===== src/rtl/reg_dump_uart.sv =====
// Walks the register-file debug select over registers 0..31 and streams each value
// as 8 uppercase hex characters plus a line feed on a UART 8N1 line.
//
// state | meaning
// IDLE  | line high, waiting for start
// SEL   | drive dbg_sel for one cycle, capture dbg_data into word
// START | start bit (low)
// DATA  | 8 data bits of the current character, LSB first
// STOP  | stop bit (high), then next character / next register / done
module reg_dump_uart #(
    parameter int unsigned CLKS_PER_BIT = 434
) (
    input  logic        clk,
    input  logic        reset_n,
    input  logic        start,
    input  logic [31:0] dbg_data,
    output logic [4:0]  dbg_sel,
    output logic        tx,
    output logic        busy,
    output logic        done
);

    typedef enum logic [2:0] {
        IDLE,
        SEL,
        START,
        DATA,
        STOP
    } state_t;

    localparam logic [15:0] BAUD_LAST = 16'(CLKS_PER_BIT - 1);

    state_t      state_q, state_d;
    logic [15:0] baud_q, baud_d;
    logic [2:0]  bit_q, bit_d;
    logic [3:0]  char_q, char_d;
    logic [4:0]  reg_q, reg_d;
    logic [31:0] word_q, word_d;
    logic        done_q, done_d;

    logic        baud_last;
    logic [7:0]  cur_char;

    // char index 0..7 selects a nibble from the MSB down; index 8 is the line feed
    function automatic logic [7:0] hex_char(input logic [31:0] w, input logic [3:0] idx);
        logic [31:0] sh;
        logic [3:0]  nib;
        sh  = w << {idx[2:0], 2'b00};
        nib = sh[31:28];
        if (idx == 4'd8)
            hex_char = 8'h0A;
        else if (nib < 4'd10)
            hex_char = 8'h30 + {4'h0, nib};
        else
            hex_char = 8'h37 + {4'h0, nib};
    endfunction

    assign baud_last = (baud_q == BAUD_LAST);
    assign cur_char  = hex_char(word_q, char_q);

    always_ff @(posedge clk) begin
        if (!reset_n) begin
            state_q <= IDLE;
            baud_q  <= '0;
            bit_q   <= '0;
            char_q  <= '0;
            reg_q   <= '0;
            word_q  <= '0;
            done_q  <= 1'b0;
        end else begin
            state_q <= state_d;
            baud_q  <= baud_d;
            bit_q   <= bit_d;
            char_q  <= char_d;
            reg_q   <= reg_d;
            word_q  <= word_d;
            done_q  <= done_d;
        end
    end

    always_comb begin
        state_d = state_q;
        baud_d  = baud_q;
        bit_d   = bit_q;
        char_d  = char_q;
        reg_d   = reg_q;
        word_d  = word_q;
        done_d  = 1'b0;
        tx      = 1'b1;

        unique case (state_q)
            IDLE: begin
                if (start) begin
                    state_d = SEL;
                    reg_d   = '0;
                end
            end
            SEL: begin
                word_d  = dbg_data;
                char_d  = '0;
                baud_d  = '0;
                state_d = START;
            end
            START: begin
                tx = 1'b0;
                if (baud_last) begin
                    baud_d  = '0;
                    bit_d   = '0;
                    state_d = DATA;
                end else begin
                    baud_d = baud_q + 16'd1;
                end
            end
            DATA: begin
                tx = cur_char[bit_q];
                if (baud_last) begin
                    baud_d = '0;
                    if (bit_q == 3'd7) begin
                        bit_d   = '0;
                        state_d = STOP;
                    end else begin
                        bit_d = bit_q + 3'd1;
                    end
                end else begin
                    baud_d = baud_q + 16'd1;
                end
            end
            STOP: begin
                if (baud_last) begin
                    baud_d = '0;
                    if (char_q != 4'd8) begin
                        char_d  = char_q + 4'd1;
                        state_d = START;
                    end else if (reg_q != 5'd31) begin
                        reg_d   = reg_q + 5'd1;
                        state_d = SEL;
                    end else begin
                        // leave every counter at zero so IDLE matches the reset picture
                        char_d  = '0;
                        reg_d   = '0;
                        done_d  = 1'b1;
                        state_d = IDLE;
                    end
                end else begin
                    baud_d = baud_q + 16'd1;
                end
            end
            default: state_d = IDLE;
        endcase
    end

    assign dbg_sel = (state_q == IDLE) ? 5'd0 : reg_q;
    assign busy    = (state_q != IDLE);
    assign done    = done_q;

endmodule


===== config.mk =====
export PLATFORM = sky130hd
export DESIGN_NAME = reg_dump_uart
export DESIGN_NICKNAME = d
export VERILOG_FILES = /design/src/rtl/reg_dump_uart.sv
export SDC_FILE = /design/constraint.sdc
export NUM_CORES = 1
export LEC_CHECK = 0
export ABC_AREA = 0
export CAP_MARGIN = 40
export CELL_PAD_IN_SITES_DETAIL_PLACEMENT = 1
export CELL_PAD_IN_SITES_GLOBAL_PLACEMENT = 1
export CORE_MARGIN = 2
export CORE_UTILIZATION = 31
export CTS_CLUSTER_DIAMETER = 80
export DETAILED_ROUTE_END_ITERATION = 7
export PLACE_DENSITY_LB_ADDON = 0.2
export SKIP_CTS_REPAIR_TIMING = 1
export SLEW_MARGIN = 10
export SYNTH_ARGS = -nofsm -noshare
export SYNTH_HDL_FRONTEND = slang
export SYNTH_SLANG_ARGS = --single-unit

===== constraint.sdc =====
create_clock -name clk -period 3.6 [get_ports clk]
set_input_delay 0.9 -clock clk [delete_from_list [all_inputs] [get_ports clk]]
set_output_delay 0.9 -clock clk [all_outputs]
set_load 0.02 [all_outputs]

==> metrics.cfg, run 1 <==
[outcome]
outcome=finished, violations left
violations=negative setup slack

[timing]
min_period_over_period_pct=102
final.setup_skew_ns=0.00710
clock.fmax_ghz=0.273
max_slew_margin_pct=57.6
hold_viol_final=0
slew_violations=0
worst_slack_ns=-0.0567
setup_viol=1
grt_setup_unrepaired=yes
holdWs_ns=0.466
worst_slew_pin_slew_ns=0.634
finalSetupTns_ns=-0.0567
post-route-min-period_ns=3.66

[job]
maxCapViolations=0

[route]
drtAntennaViolNets=0
vias=2952
drt_wl_total_um=8490
drtIter0Drc=118
viasPerCell=4.95
dr.pass1.iters=4
wl_per_cell_um=14.2
drc=0

[placed_design]
gp_congestion=0.785
hpwl_um=6080
dp_slack_ns=-0.284
portBuffers=42

[synthesis]
synth-edff-count=0
yosys.area.top_type=dfxtp_1
synth_cells=399
syn_area_per_cell_sq_um=8.35
synth_top_cells_by_area=dfxtp_1, nand2_1, a21boi_0, mux4_2, ha_1
synth-seq-cells=64
async_flop_share_pct=0
netlist.area_leader.share_pct=38.5
synth.cell_area_sq_um=3330
seq_area_frac_synth_pct=38.5
synth_cell_types=49
yosys_most_used_dff=dfxtp_1
yosysWarningCount=0
synth.net_count=443

[floorplan]
core_area_sq_um=10400
die_y_um=108
die-width_um=108
initial_core_util_pct=32.1
pin_count=43
design.die.area_sq_um=11600
num_rows=37

[setup_path]
crit_type=reg2out
path_max_fanout=7
r2r.worst_path.cells=8
critical_path_arrival_ns=2.76
startpoint_type=flip-flop
crit-reg2reg-launch=baud_q[0]$_SDFFE_PN0P_
cp-end-kind=output pin
cp.required_ns=2.70
critPathCapture=tx
cp-startpoint=char_q[1]$_SDFFE_PN0P_
r2r-end=reg_q[2]$_SDFFE_PN0P_
ff2ff_setup_slack_ns=0.72

[global_route]
antenna_found_initial=0
grt_pass1_wl_um=14300
grt_max_degree=35
gr-total-overflow=0
track_usage_pct=15.6
first_global_vias=2919

[clocking]
clockBufferDepth=2
root_buffer=clkbuf_8
path_clk_slew_ns=0.06
htreeDepth=3
clkLatencyLatePin_ns=0.35
numCtsBuffers=9
cts_tree=yes
cts_sinks=64

[layout]
final_cell_mix=nand2_1, dfxtp_1, clkdlybuf4s50_1, a21boi_0, nor2_1
synthToLayoutAreaGrowth_pct=27.4
mostFrequentLayoutCell=nand2_1
final_nets=499
diodes=0
layout-drive-gt1-share_pct=13.3
postLayoutCoreUtil_pct=40.9

[pwr]
ir_worst_vdd_mv=0.202
power.density_nw_per_um2=386
power_mw=1.64
p_leak_nw=1.52

[worst_hold_path]
hold_path.startpoint=word_q[14]$_SDFFE_PN0P_
hold_path_class=reg2reg

registers in the layout, indices dropped and copies added (netlist names):
name     count
baud_q      16
done         1
state_q      3
reg_q        5
char_q       4
word_q      32
bit_q        3
area by class of cell:
type	count	area, sq um
clock buffer	11	141
clock inverter	5	32.5
fill	1261	6130
inverter	5	18.8
multi-input combinational	307	1970
sequential	64	1280
tap	136	170
timing repair buffer	68	631
cells in the mapped netlist, drive strengths merged, types with 2 or more instances:
cell / n
a211o: 2
a21boi: 40
a21oi: 4
and2: 11
and3: 4
buf: 2
clkbuf: 21
dfxtp: 64
ha: 9
inv: 4
mux2i: 4
mux4: 8
nand2: 87
nand2b: 5
nand3: 17
nand3b: 4
nand4: 3
nor2: 29
nor2b: 10
nor3: 8
nor3b: 5
o21ai: 15
o31a: 2
o31ai: 2
or3: 3
or3b: 3
or4: 3
xnor2: 6
xor2: 8
how the worst min path moves through the flow:
stage | endpoint | cells after the start
floorplan | word_q[10]$_SDFFE_PN0P_ | 2
detailed placement | word_q[28]$_SDFFE_PN0P_ | 2
finish | word_q[14]$_SDFFE_PN0P_ | 2
global placement | word_q[1]$_SDFFE_PN0P_ | 2
CTS | word_q[14]$_SDFFE_PN0P_ | 2
global route | word_q[28]$_SDFFE_PN0P_ | 2
worst max-delay path, stage by stage, from the launching register on:
cell and delay (ns):
dfxtp_4 0.38, buf_8 0.13, mux4_2 0.51, mux2i_2 0.21, nand2_1 0.12, a32o_1 0.25
a221oi_2 0.27, nor3_1 0.07, o31a_1 0.32, buf_4 0.17
power breakdown:
group	internal, mW	leakage, nW	switching, mW
Combinational	0.142	0.923	0.158
Sequential	0.746	0.520	0.0350
Clock	0.266	0.0813	0.291
Total	1.15	1.52	0.484
layer usage:
| layer | routed length [um] | global-route usage (%) | vias to the layer above |
|---|---|---|---|
| met5 | 0 | 0 | - |
| met4 | 125 | 5.22 | 0 |
| met3 | 264 | 4.00 | 10 |
| met2 | 4010 | 25.0 | 43 |
| met1 | 4080 | 20.4 | 1403 |
| li1 | - | - | 1496 |
stage by stage:
step,std cells,instance area [sq um]
floorplan,399,3330
global placement,576,4010
detailed placement,577,4020
CTS,593,4190
global route,596,4240
finish,596,4240
cell families after synthesis:
kind of cell	Yosys count	share of synthesized area [%]
flops	64	38.5
buf+inv	28	3.19
mux	12	6.61
compound gates	77	16.3
fa+ha+maj	9	3.38
xor+xnor	14	3.68
simple gates	195	28.4
Note: power is estimated with default switching activity, not from simulation.
==> inputs of run 2 (changes only) <==
Settings changed: PLACE_DENSITY_LB_ADDON 0.2 to 0.1.
Clock period 3.6 ns to 4 ns, I/O delays scaled along.
==> run 2 against run 1 <==
- critical path type unchanged
- the flow now finishes without violations
- cell count shrank 2.3%
- utilization shrank 0.82 points
- clock power grew 1%
- cell area shrank 2.0%
- die area is the same
- hold slack lost 0.0024 ns
- worst setup slack gained 0.25 ns
==> metrics.cfg, run 2 (synthesis gave the netlist of run 1 again) <==
[floorplan]
core_area_sq_um=10400
design.die.area_sq_um=11600
num_rows=37
die_y_um=108
pin_count=43
die-width_um=108
initial_core_util_pct=32.1

[setup_path]
cp_slowest_cell=mux4_2
cp-end-kind=output pin
crit_type=reg2out
startpoint_type=flip-flop
path_cells=buf_12 -> mux4_2 -> mux2i_1 -> buf_4 -> ha_1 -> o21ai_0 -> and4b_1 -> o311ai_2 -> nand4b_1 -> o31a_1 -> clkbuf_2
path_max_fanout=11
cp.required_ns=3.00
critical-path-max-stage-delay_ns=0.50
critical_path_arrival_ns=2.81

[clocking]
root_buffer=clkbuf_8
path_clk_slew_ns=0.07
numCtsBuffers=9
cts_sinks=64
htreeDepth=3
clkLatencyLatePin_ns=0.34
cts_tree=yes
clockBufferDepth=2

[layout]
multi_input_area_sq_um=1960
final_area_sq_um=4160
layout-drive-gt1-share_pct=10.3
top_regs=word_q (32), baud_q (16), reg_q (5)
seq_area_sq_um=1280
final_nets=487
synthToLayoutAreaGrowth_pct=24.9
mostFrequentLayoutCell=nand2_1
regMostFlops=word_q
diodes=0
largest_register_ffs=32
fill_cells=1251
final_cell_mix=nand2_1, dfxtp_1, clkdlybuf4s50_1, a21boi_0, nor2_1

[worst_hold_path]
hold_path_class=reg2reg

[timing]
grt_setup_unrepaired=no
final.setup_skew_ns=0.0130
max_slew_margin_pct=44.9
worst_slew_pin_slew_ns=0.824
post-route-min-period_ns=3.81
clock.fmax_ghz=0.263
slew_violations=0
setup_viol=0
min_period_over_period_pct=95.2
hold_viol_final=0

[route]
viasPerCell=4.94
drc=0
wl_per_cell_um=14.6
drtIter0Drc=77
drt_wl_total_um=8470
vias=2876
dr.pass1.iters=4
drtAntennaViolNets=0

[pwr]
power_mw=1.53
ir_worst_vdd_mv=0.123
p_leak_nw=1.49
power_frac_clock_pct=37.0
power.density_nw_per_um2=367
intPower_mw=1.10
swShare_pct=27.7
power_frac_seq_pct=46.1
p_sw_mw=0.422
combPwrFrac_pct=16.9

[global_route]
grt_max_degree=35
first_global_vias=3026
antenna_found_initial=0
grt_pass1_wl_um=14400
track_usage_pct=15.9
gr-total-overflow=0

[placed_design]
hpwl_um=6260
placed_area_sq_um=3950
gp_congestion=0.754
portBuffers=42

[job]
maxCapViolations=0

[outcome]
outcome=finished clean

## run 2: cell count changes in the layout (fill, tap and decap cells not counted), sizes merged
cell      delta
buf         -13
bufinv       +1
clkbuf       +1
clkinv       -1
clkinvlp     -2
## run 2: per-stage QoR
stage	setup slack, ns	TNS [ns]	utilization, %	hold WS (ns)	std cells
floorplan	0.508	0	-	0.440	399
global placement	0.109	0	38.1	0.455	567
detailed placement	0.0250	0	38.1	0.458	568
CTS	-0.359	-0.359	40.0	0.467	582
global route	0.00271	0	40.1	0.492	582
finish	0.191	0	40.1	0.463	582
## run 2: worst paths after layout
check        cells after the start  slack (ns)              startpoint                endpoint
max                             11        0.19  char_q[1]$_SDFFE_PN0P_                      tx
min                              2        0.46  word_q[5]$_SDFFE_PN0P_  word_q[5]$_SDFFE_PN0P_
max reg2reg                      9        0.97  baud_q[0]$_SDFFE_PN0P_   reg_q[2]$_SDFFE_PN0P_
min reg2reg                      2        0.46  word_q[5]$_SDFFE_PN0P_  word_q[5]$_SDFFE_PN0P_
## run 2: final cells by class
type	instances	share of cell area, %
clock buffers	11	3.64
clock inverters	3	1.02
inverters	5	0.451
multi-input cells	307	47.2
flip-flops and latches	64	30.8
well taps	136	4.09
repair buffers	56	12.8
## run 2: per-layer routing
metal  vias to the layer above  wire (um)  track usage, %
li1                       1465          -               -
met3                         6        220            3.39
met1                      1368       4230            20.0
met4                         0         84            5.13
met2                        37       3940            27.2
met5                         -          0               0
## run 2: critical path: cells and delay by family, from the launching register on
family,cells,cell delay [ns]
DFF,1,0.34
buffers and inverters,3,0.45
muxes,2,0.65
adders and majority gates,1,0.20
and+or+nand+nor,2,0.33
AOI/OAI and AO/OA,3,0.49
## run 2: power by group through the flow
stage	clock network [mW]	logic [mW]	registers (mW)
2_1_floorplan	0	0.167	0.699
3_3_place_gp	0	0.256	0.719
3_5_place_dp	0	0.263	0.717
4_1_cts	0.589	0.264	0.703
5_1_grt	0.611	0.291	0.707
6_report	0.564	0.258	0.703
